`src/rtl/gpio_in_conditioner.sv`:
```
// gpio_in_conditioner
//
// Purpose: conditions raw board switch/button levels for the processor's
// GPIO input port. Each bit passes through a two-flop synchronizer into the
// clk_i domain. It is then debounced by its own stability counter, so a new
// level is accepted only after it has persisted for DEBOUNCE_CYCLES
// consecutive synchronized cycles. Accepted changes also produce registered
// one-cycle rise/fall pulses.
//
// Ports:
//   clk_i      in   system clock (same clock as the processor core)
//   reset_i    in   asynchronous, active-low reset; clears every flop
//   raw_i      in   [WIDTH]  raw asynchronous pin levels
//   GPIO_o     out  [WIDTH]  debounced stable levels (to core GPIO_i)
//   rise_o     out  [WIDTH]  one-cycle pulse when GPIO_o[n] goes 0->1
//   fall_o     out  [WIDTH]  one-cycle pulse when GPIO_o[n] goes 1->0
//   changed_o  out           one-cycle pulse when any GPIO_o bit changed
//
// Parameters:
//   WIDTH            number of conditioned bits
//   DEBOUNCE_CYCLES  stable cycles required, legal 1..2^CNT_WIDTH-1
//   CNT_WIDTH        width of each per-bit stability counter

module gpio_in_conditioner #(
   parameter int WIDTH           = 8,
   parameter int DEBOUNCE_CYCLES = 50000,
   parameter int CNT_WIDTH       = 16
) (
   input  logic             clk_i,
   input  logic             reset_i,
   input  logic [WIDTH-1:0] raw_i,
   output logic [WIDTH-1:0] GPIO_o,
   output logic [WIDTH-1:0] rise_o,
   output logic [WIDTH-1:0] fall_o,
   output logic             changed_o
);

   // Terminal count: a differing level is accepted on the edge where the
   // counter already holds this value, giving DEBOUNCE_CYCLES clean cycles.
   localparam logic [CNT_WIDTH-1:0] CNT_LAST = CNT_WIDTH'(DEBOUNCE_CYCLES - 1);

   logic [WIDTH-1:0]     s1;
   logic [WIDTH-1:0]     s2;
   logic [WIDTH-1:0]     stable;
   logic [WIDTH-1:0]     rise;
   logic [WIDTH-1:0]     fall;
   logic [CNT_WIDTH-1:0] cnt [WIDTH];

   always_ff @(posedge clk_i or negedge reset_i) begin
      if (!reset_i) begin
         s1     <= '0;
         s2     <= '0;
         stable <= '0;
         rise   <= '0;
         fall   <= '0;
         for (int i = 0; i < WIDTH; i++) begin
            cnt[i] <= '0;
         end
      end else begin
         // Synchronizer: straight flop-to-flop, no logic between stages.
         s1 <= raw_i;
         s2 <= s1;

         // Pulses default low; only an accepting bit raises one.
         rise <= '0;
         fall <= '0;

         // Per-bit debounce. Any cycle where s2 matches the stable level
         // clears the count, so a bounce restarts the clean-run requirement.
         for (int i = 0; i < WIDTH; i++) begin
            if (s2[i] == stable[i]) begin
               cnt[i] <= '0;
            end else if (cnt[i] == CNT_LAST) begin
               stable[i] <= s2[i];
               cnt[i]    <= '0;
               rise[i]   <= s2[i];
               fall[i]   <= ~s2[i];
            end else begin
               cnt[i] <= cnt[i] + CNT_WIDTH'(1);
            end
         end
      end
   end

   assign GPIO_o    = stable;
   assign rise_o    = rise;
   assign fall_o    = fall;
   // Only combinational output, and it depends on registered pulses only.
   assign changed_o = |(rise | fall);

endmodule

```
`config.mk`:
```
export PLATFORM = sky130hd
export DESIGN_NAME = gpio_in_conditioner
export DESIGN_NICKNAME = d
export VERILOG_FILES = /design/src/rtl/gpio_in_conditioner.sv
export SDC_FILE = /design/constraint.sdc
export NUM_CORES = 1
export LEC_CHECK = 0
export ABC_AREA = 1
export BUFFER_PORTS_ARGS = -buffer_cell sky130_fd_sc_hd__buf_2
export CELL_PAD_IN_SITES_DETAIL_PLACEMENT = 1
export CELL_PAD_IN_SITES_GLOBAL_PLACEMENT = 2
export CORE_ASPECT_RATIO = 1.2
export CORE_MARGIN = 2
export CORE_UTILIZATION = 40
export CTS_CLUSTER_DIAMETER = 30
export DETAILED_ROUTE_END_ITERATION = 8
export GPL_TIMING_DRIVEN = 0
export PLACE_DENSITY_LB_ADDON = 0.1
export SLEW_MARGIN = 40
export SYNTH_ARGS = -nofsm -noshare
export SYNTH_HDL_FRONTEND = slang
export SYNTH_SLANG_ARGS = --single-unit
```
`constraint.sdc`:
```
create_clock -name clk_i -period 1.9 [get_ports clk_i]
set_input_delay 0 -clock clk_i [delete_from_list [all_inputs] [get_ports clk_i]]
set_output_delay 0 -clock clk_i [all_outputs]
set_load 0.05 [all_outputs]
```
Word level (Yosys, flattened, before mapping):

Cells that the tools add are included.

* flip-flop bits (word level): 168
* input bits: 10
* word-level logic and storage cells: 118
* output and inout port bits: 25

* reduce and logical (&&, ||, !) cells: 9
* add/subtract/negate cells: 8
* equality and inequality tests: 16
* bitwise gates (word level): 17
* mux-type cells: 48

Operators with widths (count)
* 16-bit two-way mux: 16
* 16-bit by 1-bit adder with 16-bit output (second input constant): 8
* 16-bit == test (second input constant): 8
* 1-bit two-way mux: 32
* 1-bit inverter: 16
* 2-bit AND reduction: 8
* 1-bit == test: 8
* 8-bit bitwise OR: 1
* 8-bit OR reduction: 1

Depth between registers and ports, before layout:

* depth in word-level cells: 3
* depth in mapped cells: 7
* gate-level depth less buffers: 7

Least setup slack after synthesis:

No wires, ideal clock.

* path type: reg-to-reg
* start point: reg stable[5] (netlist: GPIO_o[5])
* end point: reg cnt[37] in the netlist's numbering
* buffers on the path: 1
* data required time: 1.779 ns
* clock period less this slack: 1.404 ns
* arrival: 1.282 ns
* library setup time: 0.121 ns
* setup slack: 0.496 ns
* stages on the path, launching flop included: 7
* cells stage by stage: dfrtp_1 > inv_1 > nor2_1 > or2_1 > buf_2 > inv_1 > nor2_1

* word-level cells in the longest chain between the ends: 2

RTL lines
* from (decl): RTL line 44 `logic [WIDTH-1:0] stable;`
* from (signal, indexed assignment): RTL line 74 `stable[i] <= s2[i];`
* 1-bit == test: RTL line 71 `if (s2[i] == stable[i]) begin`
* 16-bit two-way mux: RTL line 71
* to (signal, indexed assignment): RTL line 79 `cnt[i] <= cnt[i] + CNT_WIDTH'(1);`
* to (decl): RTL line 47 `logic [CNT_WIDTH-1:0] cnt [WIDTH];`

No other way between the ends.
A chain may end at the register's enable or synchronous reset.

Worst setup path after layout:

* start point: reg rise[6] (netlist: rise_o[6])
* end point: out changed_o

* word-level cells in the longest chain between the ends: 2

RTL lines
* from (decl): RTL line 45 `logic [WIDTH-1:0] rise;`
* from (signal, indexed assignment): RTL line 76 `rise[i] <= s2[i];`
* 8-bit bitwise OR: RTL line 89 `assign changed_o = |(rise | fall);`
* 8-bit OR reduction: RTL line 89
* to (decl): RTL line 35 `output logic changed_o`

No other way between the ends.

==> flow_metrics.py <==
metrics = {
    "final_layout": {
        "n_antenna_cell": 0,
        "utilization_pct": 47.6,
        "layout_commonest_cell": "nor2_1",
        "mostFrequentLayoutCells": "303 x nor2_1, 191 x nand2_1, 168 x dfrtp_1",
        "nFillCells": 2523,
        "drive_gt1_share_pct": 8.65,
        "final_cells": 1409,
        "finalNetCount": 1149,
        "areaGrowthSynthToFinish_pct": 16.0,
        "final_area_um2": 9700,
    },
    "detailed_routing": {
        "wl_per_cell_um": 14.4,
        "drt-total-wl_mm": 20.3,
        "drcViolationCount": 0,
        "drt-initial-drc-count": 202,
        "drtAntennaViolNets": 0,
        "dr.pass1.iters": 4,
        "via_per_inst": 4.92,
        "vias": 6931,
    },
    "synth": {
        "ys.warnings.count": 0,
        "synth-edff-count": 0,
        "synth_cells": 1067,
        "synth_ff_type": "dfrtp_1",
        "syn_area_per_cell_um2": 7.84,
        "synth.distinct_cells": 25,
        "yosysSeqAreaShare_pct": 50.3,
        "async_flop_share_pct": 100,
        "ys_ff_latch": 168,
        "synth_nets": 1085,
        "syn_area_um2": 8360,
    },
    "place": {
        "dpl_cell_area_um2": 8930,
        "post-place-cells": 1368,
        "place.gp.congestion": 0.785,
        "dp_hpwl_mm": 15.2,
        "portBuffers": 34,
        "dp_slack_ps": 326,
    },
    "setup_path": {
        "cp.required_ps": 1900,
        "ff2ff_path_depth": 6,
        "start_kind": "flop",
        "rr_startpoint": "cnt[80]",
        "cp_num_buf_inv": 1,
        "rrSetupSlack_ps": 350,
        "endpoint_kind": "primary output",
        "arrival_ps": 1700,
        "crit_chain": "nor4_2 > nand4_1 > buf_2",
        "path_class": "flop to primary output",
        "path_max_fanout": 2,
        "max_stage_delay_ps": 470,
        "crit_family": "simple AND/OR/NAND/NOR gates",
        "r2r-end": "cnt[80]",
        "slowest_stage": "nor4_2",
    },
    "floorplan": {
        "die_area_um2": 22100,
        "ios": 35,
        "core-area_um2": 20400,
        "fp-row-count": 57,
        "fp.dieH_um": 162,
        "start_util_pct": 41.0,
        "fp.dieW_um": 136,
    },
    "global_route": {
        "grt_use_met3_pct": 3.08,
        "grtUsageMet1_pct": 26.5,
        "overflow": 0,
        "grt_pass1_wl_mm": 35.5,
        "grt_pass1_vias": 7294,
        "antenna_found_initial": 0,
        "grtUsageTotal_pct": 20.2,
        "use_met2_pct": 34.9,
        "grt.busiest_layer": "met2",
        "grt_max_degree": 64,
    },
    "power": {
        "p_leak_nw": 4.64,
        "vdd_drop_max_v": 0.000510,
        "cellPowerDensity_nw_per_um2": 819,
        "p_total_mw": 7.95,
    },
    "clock_tree": {
        "cts.sink_count": 168,
        "cts_tree": "done",
        "cts.clk_slew.worst_paths_ps": 70,
        "h-tree-depth": 4,
        "clock_path_buffers": 2,
        "insertion_delay_ps": 430,
        "cts-root-buf": "clkbuf_16",
        "cts_inserted_buffers": 17,
        "cts_setup_buffers": 0,
    },
    "status": {
        "status": "finished, final reports clean",
    },
    "timing": {
        "period_needed_ps": 1700,
        "finalCritPeriodShare_pct": 89.6,
        "fmax_mhz": 587,
        "tightest_slew_ps": 466,
        "slew_viol_final": 0,
        "fin_skew_ps": 11.0,
        "hold_viol": 0,
        "slew_headroom_pct": 68.7,
        "finalWorstSetupSlack_ps": 197,
        "rsz0062_at_grt": "no",
        "setup_viol": 0,
    },
    "run": {
        "maxCapViolations": 0,
    },
    "hold_path": {
        "hold_class": "input port to async pin",
    },
}
[repair_timing]
action                     CTS  global route
setup endpoints to repair    1             0
hold buffers                 9             0
hold endpoints to repair   176             0
resized for setup            1             0
[power by group]
group | switching (mW) | internal (mW)
clock network | 1.45 | 2.53
logic | 0.185 | 0.0926
registers | 0.0571 | 3.63
[cells in the mapped netlist (all sizes together) (4+ instances only)]
cell type	number	area [um2]
nand2	207	817
nand3	96	500
o21bai	14	105
nor3	24	131
ha	8	100
nor3b	4	30.0
a31oi	8	50.1
nor2	303	1140
xnor2	16	140
inv	121	454
xor2	42	368
nor4	4	25.0
nand4	19	119
a21oi	19	95.1
or2	8	50.1
dfrtp	168	4200
[through the flow]
step | setup TNS, ps | hold slack [ps]
4_1_cts | 0 | 72.6
3_5_place_dp | 0 | -62.9
3_3_place_gp | -323400 | 109
2_1_floorplan | 0 | -296
6_report | 0 | 62.4
5_1_grt | 0 | 96.6
[worst register-to-register path, delay by kind of cell (launching register included)]
kind                     cells  cell delay [ps]
flip-flops                   1              390
AND/OR/NAND/NOR              5              830
adder cells (fa/ha/maj)      1              220
[cell families (layout without fill, tap and decap cells)]
family | after synthesis | after routing | synth area share [%]
and+or+nand+nor | 666 | 666 | 33.7
DFF | 168 | 168 | 50.3
buffers and inverters | 124 | 201 | 5.61
xor gates and xnor gates | 58 | 58 | 6.08
AOI/OAI and AO/OA | 43 | 43 | 3.14
adders and majority gates | 8 | 8 | 1.20
[layout make-up]
type / count / area, um2 / area share [%]
Buffer: 3 / 15.0 / 0.155
Clock buffer: 20 / 457 / 4.71
Clock inverter: 12 / 221 / 2.28
Inverter: 121 / 454 / 4.68
Multi-Input combinational cell: 775 / 3690 / 38.1
Sequential cell: 168 / 4200 / 43.3
Tap cell: 265 / 332 / 3.42
Timing Repair Buffer: 45 / 325 / 3.35
[sequential cells by signal (all words and copies together), names as in the netlist]
name,cells
GPIO_o,8
cnt,128
fall_o,8
rise_o,8
s1,8
s2,8
[worst max path at each step]
| stage | startpoint | end | slack, ps | cells past startpoint |
|---|---|---|---|---|
| after floorplan | GPIO_o[5] | cnt[37] | 500 | 6 |
| after detailed placement | cnt[80] | cnt[80] | 330 | 6 |
| after CTS | rise_o[6] | changed_o | 130 | 3 |
| final | rise_o[6] | changed_o | 200 | 3 |
| after global routing | rise_o[6] | changed_o | 130 | 3 |
| after global placement | reset_i | cnt[76] | -1940 | 1 |
[metal layers]
metal / routed length, um / part of all wire (%)
met1: 9580 / 47
met2: 10100 / 50
met3: 434 / 2.1
met4: 201 / 0.99
met5: 0 / 0
Power figures use the tool's default switching activity.
